[src/rtl/aes_req_sequencer_if.sv]
// ---------------------------------------------------------------------------
// aes_req_sequencer_if
//
// Request/response handshake bundle between a caller and aes_req_sequencer.
//
//   Request channel (caller -> sequencer)
//     req_valid  request present
//     req_ready  sequencer FIFO can take the request
//     req_func   1=encrypt, 2=decrypt, 3=encrypt with new key schedule, 0=illegal
//     req_text   plaintext (func[0]=1) or ciphertext (func[0]=0)
//     req_key    cipher key
//     req_tag    caller tag, returned with the response
//
//   Response channel (sequencer -> caller)
//     res_valid  response present
//     res_ready  caller accepts the response
//     res_data   result block (0 when res_err=1)
//     res_tag    tag of the originating request
//     res_err    illegal func or aborted operation
//
// Modports: master = caller side, slave = sequencer side.
// ---------------------------------------------------------------------------
interface aes_req_sequencer_if #(
  parameter int TAG_W = 4
);
  logic             req_valid;
  logic             req_ready;
  logic [1:0]       req_func;
  logic [127:0]     req_text;
  logic [127:0]     req_key;
  logic [TAG_W-1:0] req_tag;

  logic             res_valid;
  logic             res_ready;
  logic [127:0]     res_data;
  logic [TAG_W-1:0] res_tag;
  logic             res_err;

  modport master (
    output req_valid, req_func, req_text, req_key, req_tag,
    input  req_ready,
    input  res_valid, res_data, res_tag, res_err,
    output res_ready
  );

  modport slave (
    input  req_valid, req_func, req_text, req_key, req_tag,
    output req_ready,
    output res_valid, res_data, res_tag, res_err,
    input  res_ready
  );
endinterface

[src/rtl/aes_req_sequencer.sv]
// ---------------------------------------------------------------------------
// aes_req_sequencer
//
// Command stage in front of aes_build. Requests are buffered in a DEPTH-entry
// FIFO; one at a time is handed to aes_build with its inputs held stable until
// call_complete, and the selected result is returned with the caller's tag.
//
// Parameters
//   DEPTH    FIFO entries (power of 2, >= 2)
//   TAG_W    caller tag width
//   TIMEOUT  RUN-cycle limit before abort (watchdog builds only, >= 2)
//
// Ports
//   eph1           clock, all state changes on its rising edge
//   reset          synchronous, active-high
//   bus            request/response handshake (aes_req_sequencer_if.slave)
//   aes_func       to aes_build.func, 0 = idle
//   aes_text       to aes_build.text_in
//   aes_key        to aes_build.true_key
//   call_complete  from aes_build, result valid this cycle
//   ciphertext     from aes_build
//   plaintext      from aes_build
//   busy           FSM not idle or FIFO non-empty
//   fifo_count     occupied FIFO entries
//
// Build option
//   AES_SEQ_TIMEOUT_EN  when defined, a RUN-cycle watchdog aborts an operation
//                       that has not completed after TIMEOUT cycles; the
//                       response then carries res_err=1 and res_data=0.
// ---------------------------------------------------------------------------
module aes_req_sequencer #(
  parameter int DEPTH   = 4,
  parameter int TAG_W   = 4,
  parameter int TIMEOUT = 64
) (
  input  logic                       eph1,
  input  logic                       reset,
  aes_req_sequencer_if.slave         bus,
  output logic [1:0]                 aes_func,
  output logic [127:0]               aes_text,
  output logic [127:0]               aes_key,
  input  logic                       call_complete,
  input  logic [127:0]               ciphertext,
  input  logic [127:0]               plaintext,
  output logic                       busy,
  output logic [$clog2(DEPTH+1)-1:0] fifo_count
);

  localparam int PTR_W = $clog2(DEPTH);
  localparam int CNT_W = $clog2(DEPTH+1);
  localparam int ENT_W = 2 + 128 + 128 + TAG_W;

  localparam logic [1:0] ST_IDLE = 2'd0;
  localparam logic [1:0] ST_RUN  = 2'd1;
  localparam logic [1:0] ST_RESP = 2'd2;

  logic [ENT_W-1:0] fifo_mem [DEPTH];
  logic [PTR_W-1:0] wr_ptr;
  logic [PTR_W-1:0] rd_ptr;
  logic [CNT_W-1:0] count;

  logic [1:0]       state;
  logic             push;
  logic             pop;
  logic             run_expired;

  logic [1:0]       head_func;
  logic [127:0]     head_text;
  logic [127:0]     head_key;
  logic [TAG_W-1:0] head_tag;

  // Only func[0] matters once running: it picks ciphertext vs plaintext.
  logic             cur_enc;
  logic [TAG_W-1:0] cur_tag;

  logic             res_valid_q;
  logic [127:0]     res_data_q;
  logic [TAG_W-1:0] res_tag_q;
  logic             res_err_q;

  // No full bypass: a pop in the same cycle never makes room for a push.
  assign bus.req_ready = (count < CNT_W'(DEPTH));
  assign push          = bus.req_valid && bus.req_ready;
  assign pop           = (state == ST_IDLE) && (count != '0);

  assign {head_func, head_text, head_key, head_tag} = fifo_mem[rd_ptr];

  assign bus.res_valid = res_valid_q;
  assign bus.res_data  = res_data_q;
  assign bus.res_tag   = res_tag_q;
  assign bus.res_err   = res_err_q;

  assign busy          = (state != ST_IDLE) || (count != '0);
  assign fifo_count    = count;

  // ---- FIFO storage: payload only, contents are don't-care while empty ----
  always_ff @(posedge eph1) begin
    if (push) begin
      fifo_mem[wr_ptr] <= {bus.req_func, bus.req_text, bus.req_key, bus.req_tag};
    end
  end

`ifdef AES_SEQ_TIMEOUT_EN
  localparam int                TCNT_W = $clog2(TIMEOUT);
  localparam logic [TCNT_W-1:0] TLAST  = TCNT_W'(TIMEOUT - 1);

  logic [TCNT_W-1:0] run_cnt;

  // ---- RUN watchdog: held at zero outside RUN, so every RUN entry starts at 0 ----
  always_ff @(posedge eph1) begin
    if (reset || (state != ST_RUN)) begin
      run_cnt <= '0;
    end else begin
      run_cnt <= run_cnt + 1'b1;
    end
  end

  assign run_expired = (state == ST_RUN) && (run_cnt == TLAST);
`else
  // TIMEOUT only matters when the watchdog is built in.
  logic unused_timeout;
  assign unused_timeout = (TIMEOUT < 2);
  assign run_expired    = 1'b0;
`endif

  // ---- Control: pointers, occupancy, FSM, aes_build drive, response ----
  always_ff @(posedge eph1) begin
    if (reset) begin
      wr_ptr      <= '0;
      rd_ptr      <= '0;
      count       <= '0;
      state       <= ST_IDLE;
      aes_func    <= 2'd0;
      aes_text    <= '0;
      aes_key     <= '0;
      cur_enc     <= 1'b0;
      cur_tag     <= '0;
      res_valid_q <= 1'b0;
      res_data_q  <= '0;
      res_tag_q   <= '0;
      res_err_q   <= 1'b0;
    end else begin
      if (push) begin
        wr_ptr <= wr_ptr + 1'b1;
      end
      if (pop) begin
        rd_ptr <= rd_ptr + 1'b1;
      end
      case ({push, pop})
        2'b10:   count <= count + 1'b1;
        2'b01:   count <= count - 1'b1;
        default: count <= count;
      endcase

      case (state)
        ST_IDLE: begin
          if (pop) begin
            if (head_func != 2'd0) begin
              aes_func <= head_func;
              aes_text <= head_text;
              aes_key  <= head_key;
              cur_enc  <= head_func[0];
              cur_tag  <= head_tag;
              state    <= ST_RUN;
            end else begin
              // Illegal func: answer with an error without starting aes_build.
              res_valid_q <= 1'b1;
              res_err_q   <= 1'b1;
              res_data_q  <= '0;
              res_tag_q   <= head_tag;
              state       <= ST_RESP;
            end
          end
        end

        ST_RUN: begin
          // Completion takes priority over a watchdog expiry in the same cycle.
          if (call_complete) begin
            res_valid_q <= 1'b1;
            res_err_q   <= 1'b0;
            res_data_q  <= cur_enc ? ciphertext : plaintext;
            res_tag_q   <= cur_tag;
            aes_func    <= 2'd0;
            state       <= ST_RESP;
          end else if (run_expired) begin
            res_valid_q <= 1'b1;
            res_err_q   <= 1'b1;
            res_data_q  <= '0;
            res_tag_q   <= cur_tag;
            aes_func    <= 2'd0;
            state       <= ST_RESP;
          end
        end

        ST_RESP: begin
          if (bus.res_ready) begin
            res_valid_q <= 1'b0;
            state       <= ST_IDLE;
          end
        end

        default: begin
          state <= ST_IDLE;
        end
      endcase
    end
  end

endmodule

[src/flat_wrapper.sv]
// flat-port wrapper written by rule: the top's interface ports become plain ports
module aes_req_sequencer_flat 
#(
  parameter int DEPTH   = 4,
  parameter int TAG_W   = 4,
  parameter int TIMEOUT = 64
)
  (eph1, reset, aes_func, aes_text, aes_key, call_complete, ciphertext, plaintext, busy, fifo_count, bus_req_valid, bus_req_func, bus_req_text, bus_req_key, bus_req_tag, bus_req_ready, bus_res_valid, bus_res_data, bus_res_tag, bus_res_err, bus_res_ready);
  aes_req_sequencer_if #(.TAG_W(TAG_W)) bus_i ();
  input  logic eph1;
  input  logic reset;
  output logic [1:0] aes_func;
  output logic [127:0] aes_text;
  output logic [127:0] aes_key;
  input  logic call_complete;
  input  logic [127:0] ciphertext;
  input  logic [127:0] plaintext;
  output logic busy;
  output logic [$clog2(DEPTH+1)-1:0] fifo_count;
  input wire logic [$bits(bus_i.req_valid)-1:0] bus_req_valid;
  input wire logic [$bits(bus_i.req_func)-1:0] bus_req_func;
  input wire logic [$bits(bus_i.req_text)-1:0] bus_req_text;
  input wire logic [$bits(bus_i.req_key)-1:0] bus_req_key;
  input wire logic [$bits(bus_i.req_tag)-1:0] bus_req_tag;
  output wire logic [$bits(bus_i.req_ready)-1:0] bus_req_ready;
  output wire logic [$bits(bus_i.res_valid)-1:0] bus_res_valid;
  output wire logic [$bits(bus_i.res_data)-1:0] bus_res_data;
  output wire logic [$bits(bus_i.res_tag)-1:0] bus_res_tag;
  output wire logic [$bits(bus_i.res_err)-1:0] bus_res_err;
  input wire logic [$bits(bus_i.res_ready)-1:0] bus_res_ready;
  assign bus_i.req_valid = bus_req_valid;
  assign bus_i.req_func = bus_req_func;
  assign bus_i.req_text = bus_req_text;
  assign bus_i.req_key = bus_req_key;
  assign bus_i.req_tag = bus_req_tag;
  assign bus_req_ready = bus_i.req_ready;
  assign bus_res_valid = bus_i.res_valid;
  assign bus_res_data = bus_i.res_data;
  assign bus_res_tag = bus_i.res_tag;
  assign bus_res_err = bus_i.res_err;
  assign bus_i.res_ready = bus_res_ready;
  aes_req_sequencer #(.DEPTH(DEPTH), .TAG_W(TAG_W), .TIMEOUT(TIMEOUT)) u_core (.eph1(eph1), .reset(reset), .bus(bus_i), .aes_func(aes_func), .aes_text(aes_text), .aes_key(aes_key), .call_complete(call_complete), .ciphertext(ciphertext), .plaintext(plaintext), .busy(busy), .fifo_count(fifo_count));
endmodule
[config.mk]
export PLATFORM = sky130hd
export DESIGN_NAME = aes_req_sequencer_flat
export DESIGN_NICKNAME = d
export VERILOG_FILES = /design/src/rtl/aes_req_sequencer_if.sv /design/src/rtl/aes_req_sequencer.sv /design/src/flat_wrapper.sv
export SDC_FILE = /design/constraint.sdc
export NUM_CORES = 2
export LEC_CHECK = 0
export CORE_UTILIZATION = 28
export CTS_BUF_LIST = sky130_fd_sc_hd__clkbuf_8
export CTS_CLUSTER_DIAMETER = 200
export DETAILED_ROUTE_END_ITERATION = 8
export MAX_ROUTING_LAYER = met4
export SETUP_SLACK_MARGIN = 0.02
export SKIP_LAST_GASP = 1
export SYNTH_ARGS = -nofsm -noshare
export SYNTH_HDL_FRONTEND = slang
export SYNTH_SLANG_ARGS = --single-unit
[constraint.sdc]
create_clock -name eph1 -period 8.9 [get_ports eph1]
set_clock_uncertainty 0.1 [all_clocks]
set_input_delay 1.78 -clock eph1 [delete_from_list [all_inputs] [get_ports eph1]]
set_output_delay 1.78 -clock eph1 [all_outputs]
set_load 0.01 [all_outputs]
==> impl_metrics.ini <==
[outcome]
run_status = finished, final reports clean

[worst_setup_path]
worst_path_most_repeated_cell = inv_1
cp_slowest_stage_delay_ns = 0.55
crit_slowest_cell = clkdlybuf4s50_1
critPathArrivalTime_ns = 2.88
cp_max_fo = 7
reg2regPathDepth = 6
cp_top_family = buffers and inverters
timing.critical_path.cells = inv_1 -> ha_1 -> nor4b_2 -> inv_1 -> clkdlybuf4s50_1
critical_path.n_buffers_inverters = 3
crit_path_start_kind = register
crit_required_ns = 7.02
critical_path_class = reg2out
worstSetupPathDepth = 5
setup.worst_path.end_class = output port

[sta]
period_needed_ns = 4.759
report.final.slew_viol_count = 0
timing_worst_slew_pin_value_ns = 1.191
tns_ns = 0
setup_violating_endpoint_count_in_the_final_report = 0
hold_viol_final = 0
timing.fmax_mhz = 210.1
max-slew-margin-rel = 0.2063
rsz0062_at_grt = false
share_of_the_clock_period_used_by_the_worst_path_after_layout = 0.5347

[detailed_routing]
drt-vias-per-instance = 4.628
drc_violation_count_after_routing = 0
starting_drc_count_in_detailed_routing = 2100
router_iterations_before_antenna_repair = 5
avgRoutedWirePerCell_um = 22.76
drt_wl_total_mm = 160.5
vias = 32638
drtAntennaViolNets = 0

[grt]
grt_pass1_wl_mm = 225.0
first_global_vias = 32668
grt_max_degree = 149
antenna_violations_before_repair = 45
grt.total_usage = 0.1627
grt_remaining_overflow = 0

[layout]
multi_input_comb_area_mm2 = 0.01331
syn2layout_area_growth_pct = 30.88
share_of_cells_above_drive_strength_1 = 0.1703
n_fill_cell = 18144
final_net_count = 4832
seqCellArea_mm2 = 0.03965
final_core_utilization = 0.3703

[cts]
clk_path_buf_depth = 3
cts-buffers-inserted = 238
cts-htree-levels = 4
clockRootBuffer = clkbuf_8
cts.sinks = 1456
cts_hold_repair.buffers = 0
clkTransAtPathRegs_ns = 0.06
post_cts_resize_count = 0
cts_tree = yes
postCtsSetupRepairBufs = 0
clock_latency_at_the_later_pin_of_the_worst_skew_pair_ns = 0.98

[floorplan]
dieHeight_um = 441.1
initial_util = 0.2829
die_x_um = 441.1
std_cell_rows = 160
placeableCoreArea_mm2 = 0.1908
i_o_pin_count = 920
design.die.area_mm2 = 0.1945

[synth]
total_standard_cell_area_after_synthesis_mm2 = 0.05398
synthAdderAreaFrac = 0.002225
synth_sequential_area_ratio = 0.7344
synth_simple_gate_area_frac = 0.05422
main_combinational_cell_family_by_area_after_synthesis = multiplexers
synth-compound-area-share = 0.05121
post_synth_num_cell_types = 32
synth_mux_area_frac = 0.1370
avgSynthCellArea_um2 = 16.12
number_of_warnings_issued_by_yosys = 0
synth_fp_nets = 3880
postSynthRegisterBits = 1456
synth_xor_xnor_area_share = 0.0008113
synthesized_instance_count = 3348

[placed_design]
dp.final_hpwl_mm = 102.5
place_congestion = 0.8228
numPortBuffers = 919

[worst_hold_path]
min_path_cells = 2
worstHoldPathType = reg2reg

[power]
post-layout-total-power_mw = 21.10
leakage_power_nw = 22.53
vdd_ir_drop_max_v = 0.0002632
p_per_area_mw_per_mm2 = 298.7

[job]
cap_violations = 0
## cells in the final DEF, fill, tap and decap left out, drive strengths merged, types with 2 or more instances in the layout
master	n
nor2b	4
mux2i	5
o21a	2
clkdlybuf4s50	918
clkinvlp	6
nor3	2
a21oi	398
nand3b	2
xnor2	2
and2	4
buf	41
clkinv	79
xor2	3
clkbuf	270
edfxtp	1048
nor2	15
diode	25
o21ai	134
a211oi	7
inv	104
bufinv	8
nand4	128
nand2	522
dfxtp	408
ha	8
mux2	128
or3	2
mux4	262
## registers in the layout (all words and copies together) (netlist names), 2 cells and up, named ones only
signal               count
u_core.state             2
u_core.aes_func          2
u_core.aes_key         128
u_core.cur_tag           4
u_core.rd_ptr            2
u_core.bus.res_data    128
u_core.fifo_mem       1048
u_core.bus.res_tag       4
u_core.aes_text        128
u_core.wr_ptr            2
u_core.fifo_count        3
## power breakdown
| part | total, mW | internal (mW) | switching, mW | leakage [nW] |
|---|---|---|---|---|
| combinational | 6.23 | 2.59 | 3.65 | 6.83 |
| sequential | 9.11 | 8.51 | 0.597 | 12.9 |
| clock | 5.76 | 3.02 | 2.74 | 2.77 |
## cells in the mapped netlist
cell type  count  area share
nand2_1      522       0.036
nor3_1         2     0.00019
and2_1         4     0.00046
ha_1           8      0.0019
inv_1         11     0.00076
o31a_1         1     0.00016
nor4b_2        1     0.00028
mux2_2       128       0.027
nand4_1      128       0.015
nor2_1        15      0.0010
xnor2_1        2     0.00032
o211a_1        1     0.00019
clkbuf_1     159       0.011
buf_2         77      0.0071
mux2i_1        5     0.00093
dfxtp_1      408        0.15
a211oi_1       7     0.00097
buf_4          7     0.00097
o21ai_0      132       0.012
a22oi_1        1     0.00014
edfxtp_1    1048        0.58
a21oi_1      398       0.037
nor3b_1        1     0.00014
o21ai_2        2     0.00032
mux4_2       262        0.11
nand3b_1       2     0.00028
o21a_1         2     0.00028
or3_1          2     0.00023
buf_1          4     0.00028
fa_1           1     0.00037
nor2b_1        4     0.00046
xor2_1         3     0.00049
## tightest hold or removal path, cell delays in order (launching register included)
cell     delay, ns
dfxtp_1       0.31
nand2_1       0.05
a21oi_1       0.05
## layer usage
layer / up-vias / track usage / share of wire
met2: 956 / 0.2866 / 0.54
met5: - / - / 0
met3: 289 / 0.03142 / 0.048
met1: 16548 / 0.1779 / 0.38
li1: 14845 / - / -
met4: 0 / 0.06965 / 0.035
## cell type report
type / count / area share
Antenna cell: 25 / 0.0008856
Inverter: 11 / 0.0005845
Clock inverter: 186 / 0.01516
Multi-Input combinational cell: 1634 / 0.1884
Sequential cell: 1456 / 0.5612
Clock buffer: 270 / 0.05260
Tap cell: 2511 / 0.04447
Timing Repair Buffer: 959 / 0.1367
## per-stage QoR
step	instances	worst slack, ns	cell area (um^2)	hold slack, ns
CTS	7027	3.907	70580	0.3552
finish	7052	4.141	70650	0.3512
global route	7051	3.846	70640	0.3698
floorplan	3348	0.03650	53980	0.3360
global placement	6571	3.821	65800	0.3420
detailed placement	6571	3.824	65800	0.3440
## worst paths after layout
kind | start | slack (ns) | end
worst min-delay path | u_core.aes_key[84] | 0.35 | u_core.aes_key[84]
worst max register to register | register | 4.86 | u_core.aes_text[81]
worst max-delay path | u_core.state[1] | 4.14 | busy
worst min register to register | u_core.aes_key[84] | 0.35 | u_core.aes_key[84]
## kinds of logic after synthesis
group                      count (synthesis)
DFF                                     1456
and+or+nand+nor                          681
AOI/OAI and AO/OA                        544
muxes                                    395
buffers and inverters                    258
adders and majority gates                  9
xor gates and xnor gates                   5
(Power assumes the default switching activity.)
